File: config.mk
export PLATFORM = sky130hd
export DESIGN_NAME = mac_row_sequencer_flat
export DESIGN_NICKNAME = d
export VERILOG_FILES = /design/src/rtl/mac_row_sequencer_if.sv /design/src/rtl/mac_row_sequencer.sv /design/src/flat_wrapper.sv
export SDC_FILE = /design/constraint.sdc
export NUM_CORES = 1
export LEC_CHECK = 0
export CAP_MARGIN = 25
export CORE_MARGIN = 2
export CORE_UTILIZATION = 34
export DETAILED_ROUTE_END_ITERATION = 10
export PLACE_DENSITY = 0.64
export SKIP_LAST_GASP = 1
export SLEW_MARGIN = 10
export SYNTH_ARGS = -nofsm -noshare
export SYNTH_HDL_FRONTEND = slang
export SYNTH_SLANG_ARGS = --single-unit
File: constraint.sdc
create_clock -name clk -period 7.1 [get_ports clk]
set_input_delay 0.71 -clock clk [delete_from_list [all_inputs] [get_ports clk]]
set_output_delay 0.71 -clock clk [all_outputs]
set_load 0.01 [all_outputs]
File: src/rtl/mac_row_sequencer_if.sv
// Bus bundle between the row sequencer, its image/weight memories, the
// multiply-add datapath and the classifier that consumes the decision.
interface mac_row_sequencer_if #(
   parameter int PixelRowWidth  = 24,
   parameter int WeightRowWidth = 15,
   parameter int AddrWidth      = 8,
   parameter int AccWidth       = 32,
   parameter int ResultWidth    = 27
);
   logic                      start;
   logic [AccWidth-1:0]       threshold;
   logic                      mem_rd_en;
   logic [AddrWidth-1:0]      mem_addr;
   logic [PixelRowWidth-1:0]  mem_pixel_row;
   logic [WeightRowWidth-1:0] mem_weight_row;
   logic [PixelRowWidth-1:0]  mac_pixel_row;
   logic [WeightRowWidth-1:0] mac_weight_row;
   logic [ResultWidth-1:0]    mac_result;
   logic                      busy;
   logic                      done;
   logic [AccWidth-1:0]       score;
   logic                      is_cat;
   logic                      saturated;

   modport master (
      input  start, threshold, mem_pixel_row, mem_weight_row, mac_result,
      output mem_rd_en, mem_addr, mac_pixel_row, mac_weight_row,
             busy, done, score, is_cat, saturated
   );

   modport slave (
      output start, threshold, mem_pixel_row, mem_weight_row, mac_result,
      input  mem_rd_en, mem_addr, mac_pixel_row, mac_weight_row,
             busy, done, score, is_cat, saturated
   );
endinterface

File: src/rtl/mac_row_sequencer.sv
// Streams one image's pixel/weight rows into the 3-lane multiply-add datapath,
// accumulates a saturating score and compares it with a sampled threshold.
module mac_row_sequencer #(
   parameter int PixelWidth     = 8,
   parameter int WeightWidth    = 5,
   parameter int PixelRowWidth  = 24,
   parameter int WeightRowWidth = 15,
   parameter int NumRows        = 4,
   parameter int AddrWidth      = 8,
   parameter int AccWidth       = 32
) (
   input logic               clk,
   input logic               rst,
   mac_row_sequencer_if.master bus
);
   localparam int ResultWidth = 2 * (WeightWidth + PixelWidth) + 1;
   localparam int SumWidth    = ((AccWidth > ResultWidth) ? AccWidth : ResultWidth) + 1;
   localparam logic [AddrWidth-1:0] LastAddr = AddrWidth'(NumRows - 1);
   localparam logic [AccWidth-1:0]  AccMax   = {AccWidth{1'b1}};

   typedef enum logic [1:0] {
      IDLE  = 2'd0,
      READ  = 2'd1,
      DRAIN = 2'd2,
      DONE  = 2'd3
   } seqState_t;

   seqState_t                 state_r;
   seqState_t                 stateNext_s;
   logic                      acceptStart_s;
   logic                      issueNext_s;
   logic                      finishImage_s;

   logic                      memRdEn_r;
   logic [AddrWidth-1:0]      memAddr_r;
   logic                      v1_r;
   logic                      v2_r;
   logic [PixelRowWidth-1:0]  macPixel_r;
   logic [WeightRowWidth-1:0] macWeight_r;

   logic [AccWidth-1:0]       acc_r;
   logic [AccWidth-1:0]       threshold_r;
   logic [AccWidth-1:0]       score_r;
   logic                      isCat_r;
   logic                      saturated_r;
   logic                      done_r;
   logic                      busy_r;

   logic [SumWidth-1:0]       sum_s;
   logic                      overflow_s;
   logic [AccWidth-1:0]       accNext_s;
   logic [AccWidth-1:0]       accFinal_s;

   // State register.
   always_ff @(posedge clk or posedge rst) begin
      if (rst) begin
         state_r <= IDLE;
      end else begin
         state_r <= stateNext_s;
      end
   end

   // Next state and single-cycle control strobes. memAddr_r doubles as the row counter.
   always_comb begin
      stateNext_s   = state_r;
      acceptStart_s = 1'b0;
      issueNext_s   = 1'b0;
      finishImage_s = 1'b0;
      case (state_r)
         IDLE: begin
            if (bus.start) begin
               acceptStart_s = 1'b1;
               stateNext_s   = READ;
            end else begin
               stateNext_s   = IDLE;
            end
         end
         READ: begin
            if (memAddr_r == LastAddr) begin
               stateNext_s = DRAIN;
            end else begin
               issueNext_s = 1'b1;
               stateNext_s = READ;
            end
         end
         DRAIN: begin
            // With no row left in stage 1, this edge commits the final accumulate.
            if (!v1_r) begin
               finishImage_s = 1'b1;
               stateNext_s   = DONE;
            end else begin
               stateNext_s   = DRAIN;
            end
         end
         DONE: begin
            stateNext_s = IDLE;
         end
         default: begin
            stateNext_s = IDLE;
         end
      endcase
   end

   // Saturating unsigned add of the datapath result into the accumulator.
   always_comb begin
      sum_s      = SumWidth'(acc_r) + SumWidth'(bus.mac_result);
      overflow_s = (sum_s > SumWidth'(AccMax));
      if (overflow_s) begin
         accNext_s = AccMax;
      end else begin
         accNext_s = sum_s[AccWidth-1:0];
      end
      if (v2_r) begin
         accFinal_s = accNext_s;
      end else begin
         accFinal_s = acc_r;
      end
   end

   // Memory read issue and the two-stage operand pipeline.
   always_ff @(posedge clk or posedge rst) begin
      if (rst) begin
         memRdEn_r   <= 1'b0;
         memAddr_r   <= {AddrWidth{1'b0}};
         v1_r        <= 1'b0;
         v2_r        <= 1'b0;
         macPixel_r  <= {PixelRowWidth{1'b0}};
         macWeight_r <= {WeightRowWidth{1'b0}};
      end else begin
         memRdEn_r <= acceptStart_s | issueNext_s;
         if (acceptStart_s) begin
            memAddr_r <= {AddrWidth{1'b0}};
         end else if (issueNext_s) begin
            memAddr_r <= memAddr_r + AddrWidth'(1);
         end else begin
            memAddr_r <= memAddr_r;
         end
         v1_r <= memRdEn_r;
         v2_r <= v1_r;
         if (v1_r) begin
            macPixel_r  <= bus.mem_pixel_row;
            macWeight_r <= bus.mem_weight_row;
         end else begin
            macPixel_r  <= macPixel_r;
            macWeight_r <= macWeight_r;
         end
      end
   end

   // Accumulator, sticky saturation flag and the held decision outputs.
   always_ff @(posedge clk or posedge rst) begin
      if (rst) begin
         acc_r       <= {AccWidth{1'b0}};
         threshold_r <= {AccWidth{1'b0}};
         score_r     <= {AccWidth{1'b0}};
         isCat_r     <= 1'b0;
         saturated_r <= 1'b0;
         done_r      <= 1'b0;
         busy_r      <= 1'b0;
      end else begin
         done_r <= finishImage_s;
         busy_r <= (stateNext_s != IDLE);
         if (acceptStart_s) begin
            acc_r       <= {AccWidth{1'b0}};
            threshold_r <= bus.threshold;
            score_r     <= {AccWidth{1'b0}};
            isCat_r     <= 1'b0;
            saturated_r <= 1'b0;
         end else begin
            if (v2_r) begin
               acc_r <= accNext_s;
            end else begin
               acc_r <= acc_r;
            end
            if (v2_r && overflow_s) begin
               saturated_r <= 1'b1;
            end else begin
               saturated_r <= saturated_r;
            end
            if (finishImage_s) begin
               score_r <= accFinal_s;
               isCat_r <= (accFinal_s >= threshold_r);
            end else begin
               score_r <= score_r;
               isCat_r <= isCat_r;
            end
         end
      end
   end

   assign bus.mem_rd_en      = memRdEn_r;
   assign bus.mem_addr       = memAddr_r;
   assign bus.mac_pixel_row  = macPixel_r;
   assign bus.mac_weight_row = macWeight_r;
   assign bus.busy           = busy_r;
   assign bus.done           = done_r;
   assign bus.score          = score_r;
   assign bus.is_cat         = isCat_r;
   assign bus.saturated      = saturated_r;
endmodule

File: src/flat_wrapper.sv
// flat-port wrapper written by rule: the top's interface ports become plain ports
module mac_row_sequencer_flat 
#(
   parameter int PixelWidth     = 8,
   parameter int WeightWidth    = 5,
   parameter int PixelRowWidth  = 24,
   parameter int WeightRowWidth = 15,
   parameter int NumRows        = 4,
   parameter int AddrWidth      = 8,
   parameter int AccWidth       = 32
)
  (clk, rst, bus_start, bus_threshold, bus_mem_pixel_row, bus_mem_weight_row, bus_mac_result, bus_mem_rd_en, bus_mem_addr, bus_mac_pixel_row, bus_mac_weight_row, bus_busy, bus_done, bus_score, bus_is_cat, bus_saturated);
  mac_row_sequencer_if #(.PixelRowWidth(PixelRowWidth), .WeightRowWidth(WeightRowWidth), .AddrWidth(AddrWidth), .AccWidth(AccWidth)) bus_i ();
  input logic clk;
  input logic rst;
  input wire logic [$bits(bus_i.start)-1:0] bus_start;
  input wire logic [$bits(bus_i.threshold)-1:0] bus_threshold;
  input wire logic [$bits(bus_i.mem_pixel_row)-1:0] bus_mem_pixel_row;
  input wire logic [$bits(bus_i.mem_weight_row)-1:0] bus_mem_weight_row;
  input wire logic [$bits(bus_i.mac_result)-1:0] bus_mac_result;
  output wire logic [$bits(bus_i.mem_rd_en)-1:0] bus_mem_rd_en;
  output wire logic [$bits(bus_i.mem_addr)-1:0] bus_mem_addr;
  output wire logic [$bits(bus_i.mac_pixel_row)-1:0] bus_mac_pixel_row;
  output wire logic [$bits(bus_i.mac_weight_row)-1:0] bus_mac_weight_row;
  output wire logic [$bits(bus_i.busy)-1:0] bus_busy;
  output wire logic [$bits(bus_i.done)-1:0] bus_done;
  output wire logic [$bits(bus_i.score)-1:0] bus_score;
  output wire logic [$bits(bus_i.is_cat)-1:0] bus_is_cat;
  output wire logic [$bits(bus_i.saturated)-1:0] bus_saturated;
  assign bus_i.start = bus_start;
  assign bus_i.threshold = bus_threshold;
  assign bus_i.mem_pixel_row = bus_mem_pixel_row;
  assign bus_i.mem_weight_row = bus_mem_weight_row;
  assign bus_i.mac_result = bus_mac_result;
  assign bus_mem_rd_en = bus_i.mem_rd_en;
  assign bus_mem_addr = bus_i.mem_addr;
  assign bus_mac_pixel_row = bus_i.mac_pixel_row;
  assign bus_mac_weight_row = bus_i.mac_weight_row;
  assign bus_busy = bus_i.busy;
  assign bus_done = bus_i.done;
  assign bus_score = bus_i.score;
  assign bus_is_cat = bus_i.is_cat;
  assign bus_saturated = bus_i.saturated;
  mac_row_sequencer #(.PixelWidth(PixelWidth), .WeightWidth(WeightWidth), .PixelRowWidth(PixelRowWidth), .WeightRowWidth(WeightRowWidth), .NumRows(NumRows), .AddrWidth(AddrWidth), .AccWidth(AccWidth)) u_core (.clk(clk), .rst(rst), .bus(bus_i));
endmodule
; ---- Yosys cells after proc, flatten, opt, wreduce, memory -nomap -nowiden
; Cells that the tools add are included.
[op_classes]
addsub = 2
multipliers = 0
div = 0
magnitude_cmp = 2
n_eq_ne = 4
shifts = 0
mux = 21
n_bitwise = 1
n_reduce_logical = 6
[ops]
columns = cell, n
row1 = $mux W32, 5
row2 = $add A32 B27 Y33, 1
row3 = $gt A33 B32 Y1 const B, 1
row4 = $ge A32 B32 Y1, 1
row5 = $mux W8, 2
row6 = $mux W1, 12
row7 = $add A8 B1 Y8 const B, 1
row8 = $eq A8 B2 Y1 const B, 1
row9 = $pmux W2 S4, 1
row10 = $reduce_bool A2 Y1, 4
row11 = $eq A2 B2 Y1 const B, 2
row12 = $eq A2 B1 Y1 const B, 1
row13 = $logic_not A2 Y1, 1
row14 = $mux W2, 1
row15 = $logic_and A1 B1 Y1, 1
row16 = $or A1 B1 Y1, 1
[word_totals]
regBits = 152
latchBits = 0
mem_bits_rw = 0
mem_bits_ro = 0
output_inout_bits = 84
elab_cells = 50
n_memories = 0

; ---- Logic depth before layout (Yosys ltp)
[logic_depth]
word_depth = 7
ltp_mapped = 23
mapped_depth_nobuf = 22

; ---- Worst setup path before layout
; Ideal clock, no wire load.
[synth_path]
path_type = input-to-reg
from = input bus_mac_result[0]
to = register u_core.isCat_r, in the netlist u_core.bus.is_cat
arrival_time_ns = 4.296
required_time_ns = 6.957
path_slack_ns = 2.661
cell_stages = 21
n_path_buf = 1
cell_sequence = ha_1 -> inv_1 -> fa_1 -> nand2b_1 -> a21oi_1 -> o41a_1 -> a311oi_4 -> o21ai_2 -> a31o_2 -> buf_4 -> o22ai_2 -> inv_1 -> ha_1 -> a21o_1 -> a21o_1 -> a21oi_1 -> o21ai_0 -> nand3_1 -> a211oi_1 -> o41ai_1 -> o211ai_1
[synth_between]
elab_chain_cells = 7
[synth_rtl]
columns = item, line
row1 = "start, declared", flat_wrapper.sv:20  ; input wire logic [$bits(bus_i.mac_result)-1:0] bus_mac_result;
row2 = $add A32 B27 Y33 *, mac_row_sequencer.sv:106  ; sum_s = SumWidth'(acc_r) + SumWidth'(bus.mac_result);
row3 = $gt A33 B32 Y1, mac_row_sequencer.sv:107  ; overflow_s = (sum_s > SumWidth'(AccMax));
row4 = $mux W32 *, mac_row_sequencer.sv:108  ; if (overflow_s) begin
row5 = $mux W32 *, mac_row_sequencer.sv:113  ; if (v2_r) begin
row6 = $ge A32 B32 Y1 *, mac_row_sequencer.sv:182  ; isCat_r <= (accFinal_s >= threshold_r);
row7 = $mux W1 *, mac_row_sequencer.sv:180  ; if (finishImage_s) begin
row8 = $mux W1 *, mac_row_sequencer.sv:163  ; if (acceptStart_s) begin
row9 = "end signal, assigned", mac_row_sequencer.sv:182
row10 = "end signal, assigned", mac_row_sequencer.sv:185  ; isCat_r <= isCat_r;
row11 = "end, declared", mac_row_sequencer.sv:44  ; logic isCat_r;
; Mark *: on every way between the ends. The rest lies on a longest branch, timed or not. The select of a mux whose other input is x is not followed.
; A chain may end at the register's enable or synchronous reset.

; ---- Final worst setup path
; Same ends and word-level chain as after synthesis.

==> impl_metrics.tcl <==
set metrics [dict create \
    cts_buffers 17 \
    cpPeakStageDelay_ps 540 \
    ir_drop_mv 0.157 \
    fin_skew_ps 13.9 \
    drt_iter0_markers 348 \
    syn_area_per_cell_um2 9.89 \
    cts_tree "yes" \
    wl_per_cell_um 16.8 \
    power_frac_seq_pct 27.7 \
    die_h_um 159 \
    max_freq_mhz 195 \
    hold_ws_ps 382 \
    whs_path_depth 0 \
    synth.distinct_cells 64 \
    synth.top_cell.area_share_pct 46.7 \
    hold_viol_final 0 \
    synth-seq-cells 152 \
    status "completed" \
    area_growth_pct 33.2 \
    max_cap_viol_count 0 \
    synth_ff_type "dfrtp_1" \
    track_usage_pct 17.7 \
    synth.most_common_cell "dfrtp_1" \
    clockPowerShare_pct 16.3 \
    holdPathEnd "u_core.v1_r" \
    use_met1_pct 24.9 \
    reg2reg_slack_ps 2330 \
    met3_usage_pct 3.47 \
    fillerInstances 2219 \
    setup_violations 0 \
    synth_area_um2 8140 \
    initial_utilization_pct 34.7 \
    cts_resized 0 \
    timing.final.crit_share_pct 72.3 \
    grtUsageMet2_pct 27.7 \
    grt_pass1_wl_um 35400 \
    antenna_found_initial 0 \
    slowest_stage "a31o_2" \
    yosysSeqAreaShare_pct 46.7 \
    design.die.area_um2 25200 \
    clock-sinks 152 \
    cts-root-buf "clkbuf_16" \
    relSlewSlack_pct 39.4 \
    drt_wl_total_um 22300 \
    post-cts-setup-buffers 0 \
    p_per_area_nw_per_um2 485 \
    hold_path_class "reg -> reg" \
    comb_power_share_pct 56.0 \
    fin_crit_ps 5130 \
    clk_latency_ps 430 \
    yosys-top-cells-area "dfrtp_1 47%, ha_1 9.2%, mux2_2 5.4%" \
    yosys.area.top_type "dfrtp_1" \
    timing.rr.start "u_core.acc_r[0]" \
    tightestPinTransition_ps 908 \
    grt_max_degree 99 \
    regArea_um2 3800 \
    grt_overflow_total 0 \
    clk_path_buf_depth 2 \
    nNetsFinal 1159 \
    core_area_um2 23500 \
    netlist_instances 823 \
    switching_share_pct 42.2 \
    die_w_um 159 \
    switching_power_w 0.00222 \
    final.setup.tns_ps 0 \
    vias 6450 \
    reg2reg_to "u_core.bus.is_cat" \
    cp_max_fo 16 \
    p_int_w 0.00304 \
    diodes 0 \
    path_cells "clkdlybuf4s50_1 -> ha_1 -> inv_1 -> fa_1 -> nand2b_1 -> a21oi_1 -> o41a_1 -> a311oi_4 -> o21ai_2 -> a31o_2 -> o22ai_1 -> ha_1 -> nand2b_1 -> a21o_1 -> a21o_1 -> a21oi_1 -> o21ai_0 -> nand3_1 -> a211oi_1 -> o41ai_1 -> o211ai_1" \
    drive_above_1_share_pct 11.0 \
    synth_edf_count 0 \
    multi_input_area_um2 3940 \
    grt_pass1_vias 6392 \
    antenna_left 0 \
    dp_hpwl_um 16600 \
    required_ps 7380 \
    io_pins 185 \
    synthArstFlopShare_pct 100 \
    cts_max_level 4 \
    cp-start-kind "input port" \
    synth_nets 985 \
    ys.warnings.count 0 \
    reg2reg_depth 20 \
    drcViolationCount 0 \
    fp-row-count 56 \
    worstPathArrival_ps 5420 \
    rsz0062_at_grt "false" \
    drtPass1Iterations 4 \
    power_leakage_nw 4.87 \
    busiest_layer "met2" \
    globalplace.congestion 0.839 \
    cp-end-kind "flip-flop" \
    ys_top_cells_by_count "152 x dfrtp_1, 83 x nand2_1, 67 x inv_1, 66 x nor2_1, 60 x ha_1" \
    port_buffers 184 \
    holdBufCountCts 0 \
    hold_start "u_core.bus.mem_rd_en" \
    vias_per_cell 4.85 \
    drv_slew 0 \
    critical_path_class "in -> reg" \
    clk_pin_slew_ps 60 \
]
routing by layer:
layer / vias to the layer above / share of wire (%)
li1: 3215 / -
met1: 3068 / 48
met2: 138 / 46
met3: 29 / 4.4
met4: 0 / 1.9
met5: - / 0
power by group through the flow:
stage,combinational (W),clock (W),sequential [W]
global placement,0.00288,0,0.00146
global route,0.00327,0.000911,0.00150
finish,0.00294,0.000854,0.00146
CTS,0.00295,0.000872,0.00146
floorplan,0.00186,0,0.00151
detailed placement,0.00292,0,0.00147
per-stage QoR:
step / instances / utilization, % / power, W / setup WS [ps] / instance area (um^2)
after CTS: 1329 / 46.2 / 0.00528 / 1990 / 10800
after global routing: 1329 / 46.2 / 0.00568 / 1710 / 10800
final: 1329 / 46.2 / 0.00525 / 1970 / 10800
after global placement: 1297 / 43.8 / 0.00434 / 1690 / 10300
after floorplan: 823 / - / 0.00337 / 2300 / 8140
after detailed placement: 1297 / 43.8 / 0.00439 / 1570 / 10300
layout by cell type, fill, tap and decap left out, drive strengths merged, types with 3 or more instances in the layout:
master         netlist  final
a22o                 3      3
nor2                66     66
clkinv               0      7
o21ai               77     77
a211oi              12     12
nand2               84     84
xor2                12     12
ha                  60     60
and3                 6      6
clkinvlp             0      3
xnor2               14     14
nor3b                4      4
inv                 69     73
nor2b               10     10
dfrtp              152    152
a31oi                7      7
o211ai               5      5
mux2i                3      3
nor3                 7      7
nand2b               8      8
or4                  3      3
a21oi               47     47
clkbuf              29     18
o22ai               15     15
nand3               14     14
buf                  6      6
mux2                39     39
nand4               10     10
a21o                23     23
and2                 6      6
clkdlybuf4s50        0    184
or3                  5      5
or2                  3      3
final cells by class:
class	instances	share of cell area [%]
repair buffers	190	17.4
clock inverters	14	1.06
flip-flops and latches	152	35.1
multi-input cells	567	36.3
well taps	319	3.68
inverters	69	2.43
clock buffers	18	4.05
critical path, delay by kind of cell:
kind	cells	cell delay, ps
buf+inv	2	510
simple gates	3	420
fa+ha+maj	3	860
compound gates	13	2880
sequential cells by signal, indices dropped and copies added (netlist names):
register                   flops
u_core.acc_r                  32
u_core.bus.score              32
u_core.threshold_r            32
u_core.bus.mac_pixel_row      24
u_core.bus.mac_weight_row     15
u_core.bus.mem_addr            8
u_core.state_r                 2
u_core.bus.busy                1
u_core.bus.done                1
u_core.bus.is_cat              1
u_core.bus.mem_rd_en           1
u_core.bus.saturated           1
u_core.v1_r                    1
u_core.v2_r                    1
cell families (layout without fill, tap and decap cells):
logic type / after synthesis / count (layout) / synth area share, %
AO/OA/AOI/OAI: 202 / 202 / 16.4
XOR/XNOR: 26 / 26 / 2.80
adder cells (fa/ha/maj): 61 / 61 / 9.47
buffers and inverters: 104 / 291 / 4.95
flip-flops: 152 / 152 / 46.7
multiplexers: 42 / 42 / 5.76
AND/OR/NAND/NOR: 236 / 236 / 13.9
how the worst max path moves through the flow:
stage	end	cells after the start	start
detailed placement	u_core.bus.is_cat	21	bus_mac_result[0]
floorplan	u_core.acc_r[0]	1	rst
CTS	u_core.bus.is_cat	21	bus_mac_result[0]
global placement	u_core.bus.is_cat	21	bus_mac_result[0]
finish	u_core.bus.is_cat	21	bus_mac_result[0]
global route	u_core.bus.is_cat	21	bus_mac_result[0]
Power figures use the tool's default switching activity.
